--- src/rtl/core_pkg.sv ---
// Types and width constants shared by the fetch, decode and queue blocks.
package core_pkg;

  localparam int INSTR_W = 32;
  localparam int PC_W    = 64;

  typedef logic [INSTR_W-1:0] instr_t;
  typedef logic [PC_W-1:0]    pc_t;

endpackage : core_pkg

--- src/rtl/instr_queue_mem.sv ---
// Storage array for the instruction queue: one synchronous write port and
// one asynchronous read port.
module instr_queue_mem #(
  parameter int DEPTH = 8,
  parameter int W     = 96,
  localparam int AW   = $clog2(DEPTH)
) (
  input  logic          clk,
  input  logic          we,
  input  logic [AW-1:0] waddr,
  input  logic [W-1:0]  wdata,
  input  logic [AW-1:0] raddr,
  output logic [W-1:0]  rdata
);

  logic [W-1:0] mem [DEPTH];

  // NOTE: the array is deliberately left without a reset; validity is defined
  // only by the queue pointers, so clearing entries would only cost flops.
  always_ff @(posedge clk) begin
    if (we) mem[waddr] <= wdata;
  end

  assign rdata = mem[raddr];

endmodule : instr_queue_mem

--- src/rtl/instr_queue.sv ---
// Fetch-to-decode decoupling FIFO with a single-cycle discard on redirect.
// Head/tail pointers carry an extra wrap bit to separate full from empty.
module instr_queue #(
  parameter int DEPTH   = 8,
  parameter int INSTR_W = core_pkg::INSTR_W,
  parameter int PC_W    = core_pkg::PC_W,
  localparam int AW     = $clog2(DEPTH),
  localparam int PW     = AW + 1
) (
  input  logic               clk,
  input  logic               reset,
  input  logic               enq_valid,
  output logic               enq_ready,
  input  logic [INSTR_W-1:0] enq_instr,
  input  logic [PC_W-1:0]    enq_pc,
  output logic               deq_valid,
  input  logic               deq_ready,
  output logic [INSTR_W-1:0] deq_instr,
  output logic [PC_W-1:0]    deq_pc,
  input  logic               flush,
  output logic [PW-1:0]      count
);

  localparam int EW = INSTR_W + PC_W;

  logic [PW-1:0] head, tail;
  logic          empty, full;
  logic          enq_fire, deq_fire, clear;
  logic [EW-1:0] rdata;

  assign empty = (head == tail);
  assign full  = (head[AW-1:0] == tail[AW-1:0]) && (head[AW] != tail[AW]);

  assign enq_ready = !full;
  assign deq_valid = !empty;
  assign count     = tail - head;

  assign clear    = reset || flush;
  assign enq_fire = enq_valid && enq_ready && !clear;
  assign deq_fire = deq_valid && deq_ready;

  // NOTE: sequential state uses non-blocking assignments so every pointer
  // update sees the pre-edge values of both pointers.
  always_ff @(posedge clk) begin
    if (clear) begin
      head <= '0;
      tail <= '0;
    end else begin
      if (enq_fire) tail <= tail + PW'(1);
      if (deq_fire) head <= head + PW'(1);
    end
  end

  instr_queue_mem #(
    .DEPTH (DEPTH),
    .W     (EW)
  ) u_mem (
    .clk   (clk),
    .we    (enq_fire),
    .waddr (tail[AW-1:0]),
    .wdata ({enq_instr, enq_pc}),
    .raddr (head[AW-1:0]),
    .rdata (rdata)
  );

  assign {deq_instr, deq_pc} = rdata;

endmodule : instr_queue

--- config.mk ---
export PLATFORM = sky130hd
export DESIGN_NAME = instr_queue
export DESIGN_NICKNAME = d
export VERILOG_FILES = /design/src/rtl/core_pkg.sv /design/src/rtl/instr_queue_mem.sv /design/src/rtl/instr_queue.sv
export SDC_FILE = /design/constraint.sdc
export NUM_CORES = 1
export LEC_CHECK = 0
export BUFFER_PORTS_ARGS = -buffer_cell sky130_fd_sc_hd__buf_2
export CORE_AREA = 10 10 254 256
export CTS_BUF_LIST = sky130_fd_sc_hd__clkbuf_2
export CTS_CLUSTER_DIAMETER = 60
export CTS_CLUSTER_SIZE = 16
export DETAILED_ROUTE_END_ITERATION = 16
export DIE_AREA = 0 0 264 266
export PLACE_DENSITY = 0.72
export SYNTH_ARGS = -nofsm -noshare
export SYNTH_HDL_FRONTEND = slang
export SYNTH_HIERARCHICAL = 1
export SYNTH_SLANG_ARGS = --single-unit
--- constraint.sdc ---
create_clock -name clk -period 20.4 [get_ports clk]
set_clock_uncertainty 0.15 [all_clocks]
set_input_delay 0 -clock clk [delete_from_list [all_inputs] [get_ports clk]]
set_output_delay 0 -clock clk [all_outputs]
set_load 0.01 [all_outputs]
==> results.py, run 1 <==
metrics = {
    "grt": {
        "grt_max_degree": 74,
        "grt_pass1_wl_um": 91400,
        "grt-ovfl-total": 0,
        "grt_pass1_vias": 14800,
        "antenna_found_initial": 7,
        "track_usage_pct": 16.9,
    },
    "setup_path": {
        "critPathKind": "register to output port",
        "endpoint_kind": "output port",
        "cp-start-kind": "register",
        "worstPathArrival_ns": 4.97,
        "slowest_stage": "dfxtp_4",
        "worstPathCellList": "buf_4 -> buf_4 -> mux4_2 -> mux2_2 -> buf_2",
        "path_common_cell": "buf_4",
        "critPathMaxStageDelay_ns": 0.95,
        "worstPathRequired_ns": 20.25,
        "path_max_fanout": 73,
    },
    "synth": {
        "netlist_area_mm2": 0.0294,
        "synth-seq-cells": 776,
        "ys_types": 27,
        "ys_warn_count": 6,
        "syn_area_per_cell_um2": 24.9,
        "yosysSeqAreaShare_pct": 79.0,
        "synthCells": 1182,
        "syn_nets": 1289,
    },
    "pwr": {
        "vdd_drop_max_mv": 0.0449,
        "power_per_cell_area_mw_per_mm2": 71.2,
        "p_leak_uw": 0.0106,
    },
    "cts": {
        "post-cts-setup-buffer-count": 0,
        "cts_max_path_buffers": 3,
        "cts_inserted_buffers": 56,
        "clk_pin_slew_ns": 0.27,
        "cts_tree": "done",
        "cts_sinks": 776,
        "root_buffer": "clkbuf_2",
        "htree_levels": 2,
        "clock_latency_ns": 1.15,
    },
    "floorplanning": {
        "die_area_mm2": 0.0702,
        "die_x_um": 264,
        "boundaryPins": 203,
        "core_mm2": 0.0597,
        "die_h_um": 266,
        "start_util_pct": 49.3,
        "num_rows": 90,
    },
    "route": {
        "firstDrtPassIters": 4,
        "drt_iter0_markers": 1093,
        "post_drt_via_cell_ratio": 5.55,
        "vias": 13500,
        "detail_route.wl_per_cell_um": 24.4,
        "drt.antenna.violating_nets": 0,
        "routed_wl_um": 59400,
        "drc_errors": 0,
    },
    "timing": {
        "post-route-min-period_ns": 5.12,
        "worst_pin_slew_ns": 1.12,
        "hold_slack_ns": 0.140,
        "rsz0062_at_grt": "no",
        "slew_headroom_pct": 25.4,
        "setup_tns_ns": 0,
        "setup_ws_ns": 15.28,
        "finalSetupViolCount": 0,
        "fmax_mhz": 195,
        "hold_viol": 0,
        "slew_viol_final": 0,
        "finalCritPeriodShare_pct": 25.1,
    },
    "finish": {
        "nNetsFinal": 1744,
        "post-route-util_pct": 56.8,
        "synthToLayoutAreaGrowth_pct": 15.4,
        "layout_commonest_cell": "edfxtp_1",
        "drive_above_1_share_pct": 36.1,
        "final_cell_mix": "768 x edfxtp_1, 227 x dlygate4sd3_1, 202 x buf_2, 192 x mux4_2, 96 x mux2_2",
        "final_cells": 2433,
    },
    "run": {
        "maxCapViolations": 0,
    },
    "place": {
        "placement.io_buffers": 202,
        "place.gp.congestion": 0.725,
        "dp_slack_ns": 15.56,
        "place_inst": 2134,
        "hpwl_um": 33400,
    },
    "status": {
        "status": "finished clean",
    },
    "min_path": {
        "hp-class": "input pin to register",
    },
}
-- worst paths after layout --
path | startpoint | end | slack, ns | cells after the start
max | head[2]$_SDFFE_PP0P_ | deq_pc[58] | 15.28 | 5
min | enq_instr[13] | u_mem/mem[7][77]$_DFFE_PP_ | 0.14 | 3
max reg2reg | head[2]$_SDFFE_PP0P_ | u_mem/mem[2][41]$_DFFE_PP_ | 15.63 | 9
min reg2reg | tail[3]$_SDFFE_PP0P_ | tail[3]$_SDFFE_PP0P_ | 0.48 | 2
-- per-layer routing --
metal,global-route usage (%),vias up,routed length (um)
met5,0,-,23
met4,4.82,4,1370
li1,-,5931,-
met3,3.15,85,3070
met1,21.4,7154,23400
met2,29.5,340,31500
-- critical path, delay by kind of cell (launching register included) --
family                 cells  cell delay (ns)
multiplexers               2             0.72
flip-flops                 1             0.95
buffers and inverters      3             1.99
-- final cells by class --
class / count / area, um^2
clock buffer: 58 / 290
clock inverter: 10 / 88.8
timing repair buffer: 452 / 3460
multi-input combinational: 344 / 5840
fill: 4429 / 25800
antenna: 4 / 10.0
inverter: 7 / 26.3
tap: 782 / 978
sequential: 776 / 23200
-- timing repair --
action                                 in CTS  in global routing
endpoints found under the hold margin    1261                  0
hold buffers                              227                  0
gates resized for setup                     0                  0
-- synth_stat cells (all sizes together) --
cell	instances	share of area, %
ha	5	0.21
clkbuf	20	0.26
a21oi	4	0.068
edfxtp	768	78
fa	1	0.068
dfxtp	8	0.54
nor3	2	0.034
inv	7	0.089
o21ai	2	0.060
nand2b	3	0.064
mux2i	1	0.034
nand3	2	0.034
a21o	1	0.026
buf	35	0.97
nand4	2	0.043
xor2	3	0.089
nor2	14	0.18
mux2	96	3.7
nand2	5	0.064
mux4	192	15
xnor2	7	0.23
o211ai	2	0.051
or2	1	0.021
and3	1	0.021
-- registers in the layout, summed over array words and instances, names as in the netlist --
signal	cells
u_mem/mem	768
tail	4
head	4
-- metrics by stage --
stage / power, uW / area (um^2)
after CTS: 2440 / 33900
final: 2410 / 33900
after global routing: 2500 / 33900
after global placement: 1880 / 31300
after detailed placement: 1880 / 31300
after floorplan: 1840 / 29400
-- cells by family (layout without fill, tap and decap cells) --
| group | count (synthesis) | in the layout | synth area share (%) |
|---|---|---|---|
| AO/OA/AOI/OAI | 9 | 9 | 0.204 |
| adder cells (fa/ha/maj) | 6 | 6 | 0.281 |
| other | 0 | 4 | 0 |
| flip-flops | 776 | 776 | 79.0 |
| multiplexers | 289 | 289 | 18.4 |
| buffers and inverters | 62 | 527 | 1.32 |
| XOR/XNOR | 10 | 10 | 0.323 |
| AND/OR/NAND/NOR | 30 | 30 | 0.460 |
-- where the power goes --
part	internal [uW]	switching, uW	leakage (uW)
Combinational	63.1	56.0	0.00335
Clock	92.5	440	0.000286
Sequential	1760	3.07	0.00699
No activity file was read; power rests on OpenSTA's default activity.
==> run 2: changes to the inputs <==
--- a/config.mk
+++ b/config.mk
@@ -12,7 +12,7 @@
 export CTS_CLUSTER_SIZE = 16
 export DETAILED_ROUTE_END_ITERATION = 16
 export DIE_AREA = 0 0 264 266
-export PLACE_DENSITY = 0.72
+export PLACE_DENSITY = 0.75
 export SYNTH_ARGS = -nofsm -noshare
 export SYNTH_HDL_FRONTEND = slang
 export SYNTH_HIERARCHICAL = 1
==> constraint.sdc (replaced) <==
create_clock -name clk -period 4.6 [get_ports clk]
set_clock_uncertainty 0.15 [all_clocks]
set_input_delay 0 -clock clk [delete_from_list [all_inputs] [get_ports clk]]
set_output_delay 0 -clock clk [all_outputs]
set_load 0.01 [all_outputs]
==> run 2 against run 1 <==
Core utilization about the same; sequential power rose to 4.4 times the previous value; highest routed layer unchanged; cell count down 0.58%; non-clock buffer count down 19; power rose to 4.4 times the previous value; die area unchanged; global-route usage down 0.099 points; critical path depth unchanged.
==> results.py, run 2 (synthesized netlist as in run 1, its figures left out) <==
metrics = {
    "min_path": {
        "hp-start": "enq_pc[21]",
        "min_path_cells": 3,
        "hp-class": "input pin to register",
        "holdPathEnd": "u_mem/mem[1][21]$_DFFE_PP_",
    },
    "timing": {
        "finalCritPeriodShare_pct": 91.3,
        "rsz0062_at_grt": "no",
        "worst_pin_slew_ns": 1.17,
        "finalSetupViolCount": 0,
        "slew_viol_final": 0,
        "fmax_mhz": 238,
        "post-route-min-period_ns": 4.20,
        "slew_headroom_pct": 22.1,
        "hold_slack_ns": 0.130,
        "hold_viol": 0,
        "setup_ws_ns": 0.402,
    },
    "finish": {
        "post-route-util_pct": 56.8,
        "ff_latch_area_mm2": 0.0232,
        "layout_commonest_cell": "edfxtp_1",
        "largest-register": "u_mem/mem",
        "reg_top3": "u_mem/mem x768, head x4, tail x4",
        "nNetsFinal": 1724,
        "fill_cells": 4343,
        "multi_input_area_mm2": 0.00586,
        "final_cells": 2419,
        "largest_reg_flops": 768,
        "drive_above_1_share_pct": 36.9,
        "final_cell_mix": "768 x edfxtp_1, 206 x dlygate4sd3_1, 202 x buf_2, 192 x mux4_2, 96 x mux2_2",
        "synthToLayoutAreaGrowth_pct": 15.4,
        "final_area_mm2": 0.0339,
    },
    "grt": {
        "grt_pass1_wl_um": 91100,
        "grt-ovfl-total": 0,
        "track_usage_pct": 16.8,
        "grt_pass1_vias": 14600,
        "antenna_found_initial": 7,
        "grt_max_degree": 97,
    },
    "route": {
        "firstDrtPassIters": 7,
        "drt_iter0_markers": 1074,
        "detail_route.wl_per_cell_um": 24.7,
        "drc_errors": 0,
        "post_drt_via_cell_ratio": 5.62,
        "drt.antenna.violating_nets": 0,
        "vias": 13600,
        "routed_wl_um": 59700,
    },
    "cts": {
        "cts_hold_buf": 206,
        "cts_max_path_buffers": 3,
        "cts_sinks": 776,
        "clock_latency_ns": 1.15,
        "cts_inserted_buffers": 55,
        "post_cts_resized": 0,
        "htree_levels": 2,
        "post-cts-setup-buffer-count": 0,
        "clk_pin_slew_ns": 0.28,
        "root_buffer": "clkbuf_2",
        "cts_tree": "done",
    },
    "place": {
        "dpl_cell_area_mm2": 0.0315,
        "hpwl_um": 33600,
        "place_inst": 2136,
        "dp_slack_ns": 1.33,
        "place.gp.congestion": 0.757,
        "placement.io_buffers": 202,
    },
    "floorplanning": {
        "die_h_um": 266,
        "start_util_pct": 49.3,
        "die_area_mm2": 0.0702,
        "num_rows": 90,
        "core_mm2": 0.0597,
        "die_x_um": 264,
        "boundaryPins": 203,
    },
    "run": {
        "maxCapViolations": 0,
    },
    "setup_path": {
        "cp-start-kind": "register",
        "worstPathRequired_ns": 4.45,
        "worstRegToRegCells": 8,
        "r2r-start": "tail[0]$_SDFFE_PP0P_",
        "reg2reg_to": "u_mem/mem[6][56]$_DFFE_PP_",
        "timing.reg2reg.setup_slack_ns": 1.26,
        "worstPathArrival_ns": 4.05,
        "endpoint_kind": "output port",
        "critPathKind": "register to output port",
        "path_max_fanout": 76,
    },
    "pwr": {
        "power_per_cell_area_mw_per_mm2": 316,
        "p_leak_uw": 0.0106,
        "vdd_drop_max_mv": 0.253,
    },
    "status": {
        "status": "finished clean",
    },
}
==> run 2: per-stage QoR <==
step | TNS (ns) | power (uW)
detailed placement | 0 | 8350
global placement | 0 | 8330
floorplan | -1048.63 | 8150
finish | 0 | 10700
global route | 0 | 11100
CTS | 0 | 10800
==> run 2: final cells by class <==
type / count / area share (%)
clock inverters: 5 / 0.166
well taps: 782 / 2.88
repair buffers: 433 / 10.1
diodes: 4 / 0.0295
multi-input cells: 344 / 17.3
clock buffers: 68 / 1.00
inverters: 7 / 0.0775
flip-flops and latches: 776 / 68.5
==> run 2: worst max path at each step <==
stage                                     from                    endpoint  slack [ns]  cells after the start
final                     head[2]$_SDFFE_PP0P_                   deq_pc[9]        0.40                      5
after global routing      head[0]$_SDFFE_PP0P_                   deq_pc[9]        0.12                      5
after CTS                 head[0]$_SDFFE_PP0P_                   deq_pc[9]        0.24                      5
after detailed placement  tail[0]$_SDFFE_PP0P_  u_mem/mem[6][42]$_DFFE_PP_        1.33                      8
after global placement    tail[0]$_SDFFE_PP0P_  u_mem/mem[3][47]$_DFFE_PP_        1.43                      8
after floorplan           tail[0]$_SDFFE_PP0P_   u_mem/mem[2][0]$_DFFE_PP_       -1.46                      7
==> run 2: power breakdown <==
part           internal, uW  total, uW  leakage, uW  switching, uW
Combinational           270        523      0.00330            253
Clock                   448       2390     0.000313           1950
Sequential             7800       7810      0.00699           10.0
Total                  8520      10700       0.0106           2210
==> run 2: worst max-delay path: stages, from the launching register on <==
cell and delay (ns):
dfxtp_4 0.41, buf_4 0.54, buf_4 0.93, mux4_2 0.43, mux2_2 0.33, buf_2 0.16
==> run 2: routing by layer <==
layer / up-vias / wire [um] / global-route usage [%]
li1: 5891 / - / -
met4: 8 / 1100 / 3.91
met5: - / 46 / 0
met1: 7224 / 23900 / 21.9
met2: 379 / 31300 / 29.1
met3: 85 / 3310 / 3.08
